[config.mk]
export PLATFORM = sky130hd
export DESIGN_NAME = sdram_stream_reader_flat
export DESIGN_NICKNAME = d
export VERILOG_FILES = /design/src/rtl/sdram_pkg.sv /design/src/rtl/sdram_stream_reader_if.sv /design/src/rtl/sdram_stream_fifo.sv /design/src/rtl/sdram_stream_reader.sv /design/src/flat_wrapper.sv
export SDC_FILE = /design/constraint.sdc
export NUM_CORES = 1
export LEC_CHECK = 0
export CAP_MARGIN = 20
export CORE_AREA = 4 4 198 200
export DETAILED_ROUTE_END_ITERATION = 7
export DIE_AREA = 0 0 202 204
export PLACE_DENSITY_LB_ADDON = 0.15
export SYNTH_ARGS = -nofsm -noshare
export SYNTH_HDL_FRONTEND = slang
export SYNTH_SLANG_ARGS = --single-unit
[constraint.sdc]
create_clock -name clk -period 12.4 [get_ports clk]
set_clock_uncertainty 0.1 [all_clocks]
set_input_delay 2.48 -clock clk [delete_from_list [all_inputs] [get_ports clk]]
set_output_delay 2.48 -clock clk [all_outputs]
set_load 0.01 [all_outputs]
[src/rtl/sdram_pkg.sv]
// Shared types and constants for the SDRAM stream blocks.
// Latency: n/a (declarations only).
// Backpressure: n/a.
package sdram_pkg;

  localparam int SDRAM_ADDR_W = 24;
  localparam int SDRAM_DATA_W = 16;

  typedef logic [SDRAM_ADDR_W-1:0] sdram_addr_t;
  typedef logic [SDRAM_DATA_W-1:0] sdram_data_t;

  // ABORTING is only reachable when the abort feature is compiled in.
  typedef enum logic [1:0] {
    IDLE     = 2'd0,
    ISSUE    = 2'd1,
    DRAIN    = 2'd2,
    ABORTING = 2'd3
  } rd_state_t;

endpackage

[src/rtl/sdram_stream_reader_if.sv]
// Controller request/response channels plus the outgoing word stream.
// Latency: n/a (wiring only).
// Backpressure: aready stalls requests, oready stalls the stream; bvalid cannot stall.
interface sdram_stream_reader_if;
  import sdram_pkg::*;

  logic        avalid;
  logic        awe;
  sdram_addr_t aaddr;
  logic        aready;
  logic        bvalid;
  sdram_data_t bdata;
  logic        ovalid;
  logic        oready;
  sdram_data_t odata;

  // Reader side: drives requests and the output stream.
  modport master (
    output avalid, awe, aaddr, ovalid, odata,
    input  aready, bvalid, bdata, oready
  );

  // Controller / sink side.
  modport slave (
    input  avalid, awe, aaddr, ovalid, odata,
    output aready, bvalid, bdata, oready
  );

endinterface

[src/rtl/sdram_stream_fifo.sv]
// Synchronous first-word-fall-through FIFO with occupancy count and flush.
// Latency: a pushed word is visible on rd_dat the cycle after the push.
// Backpressure: push while full is dropped unless a pop frees the slot that cycle.
module sdram_stream_fifo #(
  parameter int DEPTH = 16,
  parameter int WIDTH = 16
) (
  input  logic                   clk,
  input  logic                   rst_n,
  input  logic                   push,
  input  logic [WIDTH-1:0]       wr_dat,
  input  logic                   pop,
  input  logic                   flush,
  output logic [WIDTH-1:0]       rd_dat,
  output logic [$clog2(DEPTH):0] count,
  output logic                   empty,
  output logic                   full
);

  localparam int AW = $clog2(DEPTH);
  localparam int CW = AW + 1;

  logic [WIDTH-1:0] mem [DEPTH];
  logic [AW-1:0]    wptr;
  logic [AW-1:0]    rptr;
  logic             do_push;
  logic             do_pop;

  assign empty   = (count == '0);
  assign full    = (count == CW'(DEPTH));
  assign do_pop  = pop && !empty;
  assign do_push = push && (!full || do_pop);
  assign rd_dat  = mem[rptr];

  // Storage write; no reset needed since count gates visibility.
  always_ff @(posedge clk) begin
    if (do_push && !flush) begin
      mem[wptr] <= wr_dat;
    end
  end

  // Pointer and occupancy tracking; flush wins over push/pop.
  always_ff @(posedge clk or negedge rst_n) begin
    if (!rst_n) begin
      wptr  <= '0;
      rptr  <= '0;
      count <= '0;
    end else if (flush) begin
      wptr  <= '0;
      rptr  <= '0;
      count <= '0;
    end else begin
      if (do_push) wptr <= wptr + AW'(1);
      if (do_pop)  rptr <= rptr + AW'(1);
      count <= count + CW'(do_push) - CW'(do_pop);
    end
  end

endmodule

[src/rtl/sdram_stream_reader.sv]
// Reads a linear word range from the SDRAM controller and streams it out in order.
// Latency: first request 1 cycle after start, first ovalid 1 cycle after first bvalid.
// Backpressure: oready stalls the FIFO; credits cap outstanding+buffered at FIFO_DEPTH.
// Optional abort input enabled by SDRAM_STREAM_READER_ABORT_EN.
module sdram_stream_reader
  import sdram_pkg::*;
#(
  parameter int FIFO_DEPTH = 16,
  parameter int CNT_W      = 24
) (
  input  logic               clk,
  input  logic               rst_n,
  input  logic               start,
  input  sdram_addr_t        base_addr,
  input  logic [CNT_W-1:0]   length,
`ifdef SDRAM_STREAM_READER_ABORT_EN
  input  logic               abort,
`endif
  output logic               busy,
  output logic               done,
  sdram_stream_reader_if.master bus
);

  localparam int CW = $clog2(FIFO_DEPTH) + 1;

  rd_state_t        state_q, state_d;
  sdram_addr_t      base_q;
  logic [CNT_W-1:0] len_q;
  logic [CNT_W-1:0] issued_q, issued_d;
  logic [CNT_W-1:0] deliv_q, deliv_d;
  logic [CW-1:0]    out_q, out_d;
  logic             avalid_q, avalid_d;
  logic             done_q, done_d;
  logic             load;

  logic             abort_req;
  logic             acc;
  logic             beat;
  logic             push;
  logic             pop;
  logic             flush;
  logic             in_xfer;
  logic [CW-1:0]    fifo_count;
  logic [CW-1:0]    cnt_d;
  logic [CW:0]      credit_sum;
  logic             credit_ok;
  logic             fifo_empty;
  logic             fifo_full;
  sdram_data_t      fifo_dat;

`ifdef SDRAM_STREAM_READER_ABORT_EN
  assign abort_req = abort;
`else
  assign abort_req = 1'b0;
`endif

  assign in_xfer = (state_q == ISSUE) || (state_q == DRAIN);
  assign acc     = avalid_q && bus.aready;
  // Beats are still counted against outstanding while aborting, just not stored.
  assign beat    = bus.bvalid && (out_q != '0) && (state_q != IDLE);
  assign push    = bus.bvalid && in_xfer;
  assign flush   = (state_q == ABORTING);
  assign pop     = bus.ovalid && bus.oready;

  // Next-cycle occupancy; the credit check uses these so a request raised now
  // always has a slot reserved for its response.
  assign out_d      = out_q + CW'(acc) - CW'(beat);
  assign cnt_d      = fifo_count + CW'(push) - CW'(pop);
  assign credit_sum = {1'b0, out_d} + {1'b0, cnt_d};
  assign credit_ok  = credit_sum < (CW+1)'(FIFO_DEPTH);

  assign busy       = (state_q != IDLE);
  assign done       = done_q;
  assign bus.avalid = avalid_q;
  assign bus.awe    = 1'b0;
  assign bus.aaddr  = avalid_q ? (base_q + sdram_addr_t'(issued_q)) : '0;
  assign bus.ovalid = !fifo_empty && (state_q != ABORTING);
  assign bus.odata  = fifo_dat;

  // Next-state, request and counter decisions.
  always_comb begin
    state_d  = state_q;
    issued_d = issued_q + CNT_W'(acc);
    deliv_d  = deliv_q + CNT_W'(pop);
    avalid_d = avalid_q && !bus.aready;
    done_d   = 1'b0;
    load     = 1'b0;
    case (state_q)
      IDLE: begin
        if (start) begin
          if (length != '0) begin
            load     = 1'b1;
            state_d  = ISSUE;
            avalid_d = 1'b1;
            issued_d = '0;
            deliv_d  = '0;
          end else begin
            done_d = 1'b1;
          end
        end
      end
      ISSUE: begin
        if (abort_req) begin
          state_d = ABORTING;
        end else if (issued_d == len_q) begin
          state_d = DRAIN;
        end else if (!avalid_d && credit_ok) begin
          avalid_d = 1'b1;
        end
      end
      DRAIN: begin
        if (abort_req) begin
          state_d = ABORTING;
        end else if ((deliv_d == len_q) && (out_d == '0) && (cnt_d == '0)) begin
          done_d  = 1'b1;
          state_d = IDLE;
        end
      end
      ABORTING: begin
        if ((out_d == '0) && !avalid_d) begin
          state_d = IDLE;
        end
      end
      default: state_d = IDLE;
    endcase
  end

  // State and counter registers.
  always_ff @(posedge clk or negedge rst_n) begin
    if (!rst_n) begin
      state_q  <= IDLE;
      base_q   <= '0;
      len_q    <= '0;
      issued_q <= '0;
      deliv_q  <= '0;
      out_q    <= '0;
      avalid_q <= 1'b0;
      done_q   <= 1'b0;
    end else begin
      state_q  <= state_d;
      issued_q <= issued_d;
      deliv_q  <= deliv_d;
      out_q    <= out_d;
      avalid_q <= avalid_d;
      done_q   <= done_d;
      if (load) begin
        base_q <= base_addr;
        len_q  <= length;
      end
    end
  end

  sdram_stream_fifo #(
    .DEPTH (FIFO_DEPTH),
    .WIDTH (SDRAM_DATA_W)
  ) u_fifo (
    .clk    (clk),
    .rst_n  (rst_n),
    .push   (push),
    .wr_dat (bus.bdata),
    .pop    (pop),
    .flush  (flush),
    .rd_dat (fifo_dat),
    .count  (fifo_count),
    .empty  (fifo_empty),
    .full   (fifo_full)
  );

  // The credit scheme guarantees a free slot for every response beat.
  a_no_beat_on_full: assert property (@(posedge clk) disable iff (!rst_n) !(push && fifo_full));

endmodule
[src/flat_wrapper.sv]
// flat-port wrapper written by rule: the top's interface ports become plain ports
module sdram_stream_reader_flat import sdram_pkg::*;
#(
  parameter int FIFO_DEPTH = 16,
  parameter int CNT_W      = 24
)
  (clk, rst_n, start, base_addr, length, busy, done, bus_avalid, bus_awe, bus_aaddr, bus_ovalid, bus_odata, bus_aready, bus_bvalid, bus_bdata, bus_oready);
  sdram_stream_reader_if bus_i ();
  input  logic clk;
  input  logic rst_n;
  input  logic start;
  input  sdram_addr_t base_addr;
  input  logic [CNT_W-1:0] length;
  output logic busy;
  output logic done;
  output wire logic [$bits(bus_i.avalid)-1:0] bus_avalid;
  output wire logic [$bits(bus_i.awe)-1:0] bus_awe;
  output wire logic [$bits(bus_i.aaddr)-1:0] bus_aaddr;
  output wire logic [$bits(bus_i.ovalid)-1:0] bus_ovalid;
  output wire logic [$bits(bus_i.odata)-1:0] bus_odata;
  input wire logic [$bits(bus_i.aready)-1:0] bus_aready;
  input wire logic [$bits(bus_i.bvalid)-1:0] bus_bvalid;
  input wire logic [$bits(bus_i.bdata)-1:0] bus_bdata;
  input wire logic [$bits(bus_i.oready)-1:0] bus_oready;
  assign bus_avalid = bus_i.avalid;
  assign bus_awe = bus_i.awe;
  assign bus_aaddr = bus_i.aaddr;
  assign bus_ovalid = bus_i.ovalid;
  assign bus_odata = bus_i.odata;
  assign bus_i.aready = bus_aready;
  assign bus_i.bvalid = bus_bvalid;
  assign bus_i.bdata = bus_bdata;
  assign bus_i.oready = bus_oready;
  sdram_stream_reader #(.FIFO_DEPTH(FIFO_DEPTH), .CNT_W(CNT_W)) u_core (.clk(clk), .rst_n(rst_n), .start(start), .base_addr(base_addr), .length(length), .busy(busy), .done(done), .bus(bus_i));
endmodule
==> metrics.yaml, run 1 <==
pwr:
  leakagePower_uw: 0.00818
  p_int_uw: 3000
  p_seq_share_pct: 37.3
  switchingPower_uw: 1620
  power_density_nw_per_um2: 215
  sw_frac_of_total_pct: 35.2
  p_clk_share_pct: 26.3
  combPwrFrac_pct: 36.4
  peakVddDrop_mv: 0.137
synth:
  synthCells: 1509
  ys_types: 85
  synthSimpleGateAreaFrac_pct: 14.1
  synthArstFlopShare_pct: 31.6
  synth-seq-cells: 374
  synthAdderAreaFrac_pct: 4.15
  synth.area.mux_share_pct: 7.90
  synth-xor-area-share_pct: 5.54
  synth.yosys.seq_area_share_pct: 57.5
  synth_edf_count: 256
  synth-main-ff-cell: "edfxtp_1"
  syn_area_um2: 18500
  syn_avg_cell_area_um2: 12.3
  synth_top_family_by_area: "simple AND/OR/NAND/NOR gates"
  synth_nets: 1638
  synth-compound-area-share_pct: 7.97
  yosysWarnings: 0
timing:
  slew_headroom_pct: 24.2
  hold_viol: 0
  min_period_ns: 6.75
  setup_viol: 0
  worst_slew_pin_slew_ns: 1.14
  timing.fmax_mhz: 148
  rsz0062_at_grt: "no"
  finalSetupTns_ns: 0
  drv_slew: 0
  fin_crit_sh_pct: 54.4
worst_setup_path:
  critical_path_required_ns: 9.82
  endpoint_kind: "output port"
  critPathMaxFanout: 3
  critical_path_class: "reg -> out"
  cp-start-kind: "flip-flop"
  r2r_slack_ns: 7.45
  cp.arrival_ns: 4.17
route:
  vias: 12222
  drt_pass1_iterations: 6
  ant_nets: 0
  drc: 0
  wl_um: 45800
  viasPerCell: 5.68
  wl_per_cell_um: 21.3
  drt_iter0_markers: 792
floorplanning:
  die-area_um2: 41200
  die_x_um: 202
  core_area_um2: 37400
  io_pins: 115
  die_y_um: 204
  row_count: 71
  initial_core_util_pct: 49.5
place:
  portBuffers: 113
  place.gp.congestion: 0.862
  dp_cells: 2080
  hpwl_um: 30100
layout:
  nNetsFinal: 1741
  final_cells: 2152
  drive_gt1_share_pct: 10.5
  fill_cells: 3082
  insertedDiodeCount: 0
  area_growth_pct: 15.9
clock_network:
  insertion_delay_ns: 0.56
  ctsRootBufferMaster: "clkbuf_16"
  clockBufferDepth: 3
  htree_num_levels: 2
  hold_buffers: 0
  path_clk_slew_ns: 0.05
  clock_sink_count: 374
  cts_tree: "done"
  cts_post_setup_buffers_inserted: 0
  numCtsBuffers: 41
  cts_resized: 0
global_route:
  grt_pass1_vias: 12437
  grt_first_pass_wirelength_um: 72200
  antenna_found_initial: 1
  grt_max_degree: 97
  gr-usage-all-layers_pct: 22.3
  overflow: 0
status:
  outcome: "complete, no violations"
run:
  maxCapViolCount: 0
worst_hold_path:
  hp-class: "reg -> reg"
path summary, 6_finish.rpt:
check	from	cells past startpoint	endpoint
min reg2reg	u_core.base_q[12]	2	u_core.base_q[12]
min in group asynchronous	rst_n	1	u_core.len_q[12]
max reg2reg	u_core.state_q[0]	18	u_core.state_q[0]
max in group asynchronous	rst_n	2	u_core.issued_q[8]
max	u_core.issued_q[0]	12	bus_aaddr[22]
min	u_core.base_q[12]	2	u_core.base_q[12]
synthesized netlist by cell type (13+ instances only):
master	instances	area, um2
edfxtp_1	256	7690
nand2_1	216	811
dfrtp_1	118	2950
nor2_1	101	379
xnor2_1	66	578
mux2i_1	58	581
o21ai_0	57	285
ha_1	55	688
a21oi_1	51	255
xor2_1	51	447
clkbuf_1	47	176
inv_1	42	158
mux4_2	32	721
nand3_1	24	120
and2_1	22	138
nand4_1	22	138
nor3_1	19	95.1
a221oi_1	18	158
a22oi_1	16	120
nor2b_1	15	93.8
nor4_1	14	87.6
mux2_2	13	146
layout make-up:
| cell class | count | area, um2 | area share, % |
|---|---|---|---|
| Multi-Input combinational cell | 1016 | 7380 | 34.4 |
| Tap cell | 511 | 639 | 2.98 |
| Timing Repair Buffer | 137 | 1310 | 6.10 |
| Inverter | 42 | 158 | 0.735 |
| Clock inverter | 22 | 238 | 1.11 |
| Sequential cell | 374 | 10600 | 49.6 |
| Clock buffer | 50 | 1090 | 5.08 |
cell usage in the layout (no fill, tap or decap), types with 51 or more instances in the layout:
master,count
a21oi_1,51
nor2_1,101
nand2_1,216
xnor2_1,66
edfxtp_1,256
mux2i_1,58
dfrtp_1,117
ha_1,55
clkdlybuf4s50_1,112
xor2_1,51
o21ai_0,57
flip-flops by register name (all words and copies together), names as in the netlist:
name and flops:
u_core.u_fifo.wptr 4, u_core.done 1, u_core.issued_q 24, u_core.base_q 24
u_core.len_q 24, u_core.u_fifo.count 5, u_core.out_q 5, u_core.u_fifo.mem 256
u_core.state_q 2, u_core.bus.avalid 1, u_core.u_fifo.rptr 4, u_core.deliv_q 24
power groups by stage:
stage	sequential (uW)	clock, uW	combinational, uW
5_1_grt	1750	1290	1870
3_5_place_dp	1750	0	1680
3_3_place_gp	1750	0	1660
6_report	1720	1210	1680
2_1_floorplan	1600	0	1220
4_1_cts	1730	1240	1700
critical path: stages (launching register included):
cell and delay, ns:
dfrtp_1 0.41, ha_1 0.25, fa_1 0.49, a211o_1 0.31
a21oi_1 0.20, o21a_1 0.19, nor3b_1 0.09, a21oi_1 0.20
a2bb2oi_1 0.28, a221oi_1 0.18, a31oi_1 0.25, mux2i_1 0.22
clkdlybuf4s50_1 0.55
stage by stage:
stage	hold WS [ns]	power [uW]	setup WS, ns	utilization, %	cell area (um2)
5_1_grt	0.404	4910	5.44	57.4	21500
3_3_place_gp	0.366	3400	5.70	53.8	20100
2_1_floorplan	0.350	2820	6.35	-	18500
6_report	0.382	4620	5.65	57.4	21500
4_1_cts	0.389	4660	5.60	57.4	21500
3_5_place_dp	0.371	3430	5.57	53.8	20100
logic make-up (layout without fill, tap and decap cells):
family / after synthesis / in the layout
other cells: 1 / 1
mux: 104 / 104
xor+xnor: 117 / 117
flops: 374 / 374
simple gates: 516 / 516
fa+ha+maj: 59 / 59
compound gates: 219 / 219
buf+inv: 119 / 251
per-layer routing:
layer / wire length [um] / up-vias / GRT usage, % / share of wire [%]
met5: 7 / - / 0 / 0.015
met4: 1440 / 2 / 7.91 / 3.1
met3: 2640 / 87 / 3.70 / 5.8
met2: 22300 / 378 / 37.8 / 49
met1: 19400 / 6026 / 29.4 / 42
li1: - / 5729 / - / -
(Power assumes the default switching activity.)
==> run 2: changes to the inputs <==
clock period = 5.4 ns   (was 12.4 ns; I/O delays follow)
==> metrics.yaml, run 2 (synthesis results as in run 1) <==
status:
  outcome: "complete, no violations"  # unchanged
worst_setup_path:
  critical_path_required_ns: 4.22  # was 9.82 ns
  cp.arrival_ns: 3.99  # was 4.17 ns
  path_delay_family: "compound AO/OA/AOI/OAI gates"  # unchanged
  cp_slowest_cell: "clkdlybuf4s50_1"  # unchanged
  cp-start-kind: "flip-flop"  # unchanged
  crit_chain: "ha_1 > fa_1 > a211o_1 > a21oi_2 > o21a_1 > nor3b_1 > a21oi_2 > a2bb2oi_2 > a221oi_1 > a31oi_1 > mux2i_1 > clkdlybuf4s50_1"  # was ha_1 > fa_1 > a211o_1 > a21oi_1 > o21a_1 > nor3b_1 > a21oi_1 > a2bb2oi_1 > a221oi_1 > a31oi_1 > mux2i_1 > clkdlybuf4s50_1
  critical_path_buf_inv_count: 1  # unchanged
  cpMostUsedCell: "a21oi_2"  # was a21oi_1
  critPathMaxFanout: 3  # unchanged
  critical_path_class: "reg -> out"  # unchanged
  r2r_slack_ns: 0.68  # was 7.45 ns
  endpoint_kind: "output port"  # unchanged
  max_stage_delay_ns: 0.55  # about the same
worst_hold_path:
  hp-class: "reg -> reg"  # unchanged
timing:
  slew_headroom_pct: 26.7  # was 24.2%
  timing.fmax_mhz: 193
  setup_viol: 0  # unchanged
  finalSetupTns_ns: 0  # unchanged
  fin_crit_sh_pct: 95.8
  drv_slew: 0  # unchanged
  worst_slew_pin_slew_ns: 1.10  # was 1.14 ns
  hold_viol: 0  # unchanged
  min_period_ns: 5.17
clock_network:
  path_clk_slew_ns: 0.06  # was 0.05 ns
  ctsRootBufferMaster: "clkbuf_16"  # unchanged
  insertion_delay_ns: 0.57  # was 0.56 ns
  clock_sink_count: 374  # unchanged
  clockBufferDepth: 3  # unchanged
  htree_num_levels: 2  # unchanged
  cts_tree: "done"  # unchanged
  cts_post_setup_buffers_inserted: 0  # unchanged
  numCtsBuffers: 41  # unchanged
layout:
  mostFrequentLayoutCells: "edfxtp_1, nand2_1, dfrtp_1"  # unchanged
  post-route-util_pct: 58.0  # was 57.4%
  area_growth_pct: 17.1  # was 15.9%
  drive_gt1_share_pct: 11.5  # was 10.5%
  nNetsFinal: 1754  # was 1741
  multi_input_area_um2: 7390  # was 7380 um2
  final_common_cell: "edfxtp_1"  # unchanged
  fill_cells: 3059  # was 3082
  top_register: "u_core.u_fifo.mem"  # unchanged
  final_cell_area_um2: 21700  # was 21500 um2
  largest_reg_flops: 256  # unchanged
  regArea_um2: 10600  # unchanged
global_route:
  antenna_found_initial: 1  # unchanged
  grt_max_degree: 69  # was 97
  overflow: 0  # unchanged
  grt_pass1_vias: 12079  # was 12437
  gr-usage-all-layers_pct: 22.0  # was 22.3%
  grt_first_pass_wirelength_um: 70600  # was 72200 um
route:
  drc: 0  # unchanged
  drt_iter0_markers: 1077  # was 792
  wl_um: 45500  # was 45800 um
  vias: 12301  # was 12222
  drt_pass1_iterations: 5  # was 6
  ant_nets: 0  # unchanged
  viasPerCell: 5.67  # was 5.68
  wl_per_cell_um: 21.0  # was 21.3 um
floorplanning:
  initial_core_util_pct: 49.5  # unchanged
  die_y_um: 204  # unchanged
  die-area_um2: 41200  # unchanged
  row_count: 71  # unchanged
  die_x_um: 202  # unchanged
  io_pins: 115  # unchanged
  core_area_um2: 37400  # unchanged
place:
  dpl_cell_area_um2: 20300  # was 20100 um2
  place.gp.congestion: 0.907  # was 0.862
  hpwl_um: 30200  # was 30100 um
  portBuffers: 113  # unchanged
pwr:
  peakVddDrop_mv: 0.342  # was 0.137 mV
  leakagePower_uw: 0.00829  # was 0.00818 uW
  power_density_nw_per_um2: 497  # was 215 nW/um2
run:
  maxCapViolCount: 0  # unchanged
-- run 2: tightest hold or removal path, stage by stage (launching register included) --
cell	delay, ns
dfrtp_1	0.34
nand2_1	0.05
nand2_1	0.05
-- run 2: final timing paths --
kind,start,to,cells past startpoint
setup / recovery,u_core.issued_q[0],bus_aaddr[22],12
hold / removal,u_core.base_q[0],u_core.base_q[0],2
setup reg to reg,u_core.u_fifo.count[3],u_core.state_q[0],19
hold reg to reg,u_core.base_q[0],u_core.base_q[0],2
max in group asynchronous,rst_n,u_core.u_fifo.rptr[2],2
min in group asynchronous,rst_n,u_core.deliv_q[16],1
-- run 2: stage by stage --
stage          power (uW)  std cells  hold WS, ns  worst slack (ns)
5_1_grt             11400       2168        0.416          -0.00113
4_1_cts             10900       2167        0.382            0.0690
2_1_floorplan        6470       1509        0.350             0.746
3_5_place_dp         7920       2093        0.367             0.149
6_report            10800       2168        0.379             0.227
3_3_place_gp         7870       2093        0.363             0.301
-- run 2: layout make-up --
cell class	instances	area share (%)
Timing Repair Buffer	150	6.60
Antenna cell	1	0.0115
Clock inverter	18	1.36
Tap cell	511	2.95
Inverter	42	0.727
Multi-Input combinational cell	1016	34.1
Sequential cell	374	49.1
Clock buffer	56	5.18
-- run 2: layer usage --
layer,global-route usage [%],wire [um]
met1,30.0,19900
met5,0,0
met4,6.10,1070
met2,36.3,22000
met3,4.24,2580
-- run 2: power by group --
| group | switching (uW) | leakage [uW] | internal (uW) |
|---|---|---|---|
| logic | 2060 | 0.00377 | 1840 |
| registers | 517 | 0.00384 | 3440 |
| clock network | 1150 | 0.000683 | 1760 |
| total | 3730 | 0.00829 | 7040 |
-- run 2: what timing repair did --
item | in CTS | in global routing
pin swaps | 0 | 2
hold buffers | 0 | 0
setup endpoints to repair | 1 | 1
endpoints found under the hold margin | 0 | 0
gates resized for setup | 1 | 2
==> run 3: changes to the inputs <==
CORE_AREA = 4 4 250 252   (was 4 4 198 200)
DIE_AREA = 0 0 254 256   (was 0 0 202 204)
==> metrics.yaml, run 3 (synthesis results as in run 1) <==
status:
  outcome: "complete, no violations"  # unchanged
route:
  viasPerCell: 4.97  # was 5.67
  wl_per_cell_um: 20.8  # was 21.0 um
  wl_um: 51000  # was 45500 um
  vias: 12158  # was 12301
  drt_iter0_markers: 682  # was 1077
  drt_pass1_iterations: 5  # unchanged
  ant_nets: 0  # unchanged
  drc: 0  # unchanged
layout:
  largest_reg_flops: 256  # unchanged
  drive_gt1_share_pct: 12.3  # was 11.5%
  regArea_um2: 10600  # about the same
  top_register: "u_core.u_fifo.mem"  # unchanged
  insertedDiodeCount: 0  # was 1
  final_common_cell: "edfxtp_1"  # unchanged
  final_cells: 2447  # was 2168
  nNetsFinal: 1759  # was 1754
  multi_input_area_um2: 7400  # was 7390 um2
  mostFrequentLayoutCells: "edfxtp_1, nand2_1, dfrtp_1"  # unchanged
  area_growth_pct: 19.2  # was 17.1%
  fill_cells: 5932  # was 3059
worst_setup_path:
  crit_chain: "ha_1 > fa_1 > a211o_1 > a21oi_1 > o21a_1 > nor3b_1 > a21oi_2 > a2bb2oi_2 > a221oi_1 > a31oi_1 > mux2i_1 > clkdlybuf4s50_1"  # was ha_1 > fa_1 > a211o_1 > a21oi_2 > o21a_1 > nor3b_1 > a21oi_2 > a2bb2oi_2 > a221oi_1 > a31oi_1 > mux2i_1 > clkdlybuf4s50_1
  critical_path_required_ns: 4.22  # about the same
  cp_slowest_cell: "clkdlybuf4s50_1"  # unchanged
  rr_endpoint: "u_core.state_q[0]"  # unchanged
  worstRegToRegCells: 19  # unchanged
  max_stage_delay_ns: 0.55  # about the same
  endpoint_kind: "output port"  # unchanged
  critical_path_buf_inv_count: 1  # unchanged
  critPathMaxFanout: 3  # unchanged
  cp_num_cells: 12  # unchanged
  r2r_slack_ns: 0.75  # was 0.68 ns
  cp-start-kind: "flip-flop"  # unchanged
  critical_path_class: "reg -> out"  # unchanged
  path_delay_family: "compound AO/OA/AOI/OAI gates"  # unchanged
  r2r-start: "u_core.u_fifo.count[2]"  # was u_core.u_fifo.count[3]
  cp.arrival_ns: 4.05  # was 3.99 ns
floorplanning:
  die_y_um: 256  # was 204 um
  row_count: 90  # was 71
  io_pins: 115  # unchanged
  initial_core_util_pct: 30.8  # was 49.5%
  die_x_um: 254  # was 202 um
  core_area_um2: 60100  # was 37400 um2
  die-area_um2: 65000  # was 41200 um2
timing:
  setup_viol: 0  # unchanged
  holdWs_ns: 0.375  # was 0.379 ns
  finalSetupTns_ns: 0  # unchanged
  timing.fmax_mhz: 191  # was 193 MHz
  worst_slew_pin_slew_ns: 1.02  # was 1.10 ns
  min_period_ns: 5.23  # was 5.17 ns
  rsz0062_at_grt: "no"
  slew_headroom_pct: 32.2  # was 26.7%
  hold_viol: 0  # unchanged
  drv_slew: 0  # unchanged
  fin_crit_sh_pct: 96.9  # was 95.8%
clock_network:
  clock_sink_count: 374  # unchanged
  path_clk_slew_ns: 0.06  # about the same
  insertion_delay_ns: 0.59  # was 0.57 ns
  clockBufferDepth: 3  # unchanged
  numCtsBuffers: 45  # was 41
  cts_tree: "done"  # unchanged
  hold_buffers: 0  # unchanged
  ctsRootBufferMaster: "clkbuf_16"  # unchanged
  htree_num_levels: 2  # unchanged
  cts_post_setup_buffers_inserted: 0  # unchanged
global_route:
  gr-usage-all-layers_pct: 15.5  # was 22.0%
  grt_pass1_vias: 12558  # was 12079
  antenna_found_initial: 1  # unchanged
  grt_first_pass_wirelength_um: 78000  # was 70600 um
  grt_max_degree: 88  # was 69
  overflow: 0  # unchanged
place:
  portBuffers: 113  # unchanged
  place.gp.congestion: 0.836  # was 0.907
  hpwl_um: 34100  # was 30200 um
  dp_cells: 2365  # was 2093
pwr:
  peakVddDrop_mv: 0.306  # was 0.342 mV
  power_density_nw_per_um2: 495  # was 497 nW/um2
  leakagePower_uw: 0.00831  # was 0.00829 uW
  power.total_uw: 10900  # was 10800 uW
worst_hold_path:
  hp-class: "reg -> reg"  # unchanged
  min_path_cells: 2  # unchanged
  min_to: "u_core.base_q[17]"  # was u_core.base_q[0]
  hp-start: "u_core.base_q[17]"  # was u_core.base_q[0]
run:
  maxCapViolCount: 0  # unchanged
[run 3: changes by cell type in the layout (fill, tap and decap cells not counted), moves of 4 or more]
cell,change
clkinv_2,+8
bufinv_16,-5
nor2_1,-5
nor2_2,+5
clkinv_1,+6
clkbuf_1,-6
clkbuf_16,+4
[run 3: worst max path at each step]
stage	end	from	slack, ns
after floorplan	u_core.state_q[0]	bus_oready	0.75
after global placement	u_core.state_q[0]	bus_bvalid	0.26
after detailed placement	u_core.state_q[0]	bus_bvalid	0.22
after CTS	bus_aaddr[22]	u_core.issued_q[0]	0.03
after global routing	bus_aaddr[22]	u_core.issued_q[0]	0.003
final	bus_aaddr[22]	u_core.issued_q[0]	0.17
[run 3: metrics by stage]
step | utilization (%) | cell area [um2] | setup slack, ns
2_1_floorplan | - | 18500 | 0.746
3_3_place_gp | 34.3 | 20600 | 0.257
3_5_place_dp | 34.3 | 20600 | 0.219
4_1_cts | 36.7 | 22100 | 0.0325
5_1_grt | 36.7 | 22100 | 0.00266
6_report | 36.7 | 22100 | 0.166
[run 3: final cells by class]
type / instances / area share, %
inverter: 42 / 0.715
timing repair buffer: 151 / 6.60
clock buffer: 53 / 5.38
sequential: 374 / 48.2
clock inverter: 29 / 1.09
multi-input combinational: 1016 / 33.5
tap: 782 / 4.43
[run 3: per-layer routing]
metal  share of wire [%]  track usage [%]
met5               0.025                0
met4                 1.9             3.67
met3                 4.4             2.47
met2                  49             26.2
met1                  45             21.0
[run 3: report_power, final]
group	internal (uW)	switching [uW]	leakage, uW
Clock	1640	1260	0.000703
Combinational	1870	2190	0.00377
Sequential	3440	526	0.00384
Total	6950	3970	0.00831
[run 3: what timing repair did]
action                     4_1_cts  5_1_grt
resized for setup                1        2
setup endpoints to repair        1        2
pin swaps                        0        0
[run 3: tightest hold or removal path: cells and delay by family, from the launching register on]
kind / cells / cell delay (ns)
flip-flops: 1 / 0.34
AND/OR/NAND/NOR: 2 / 0.11
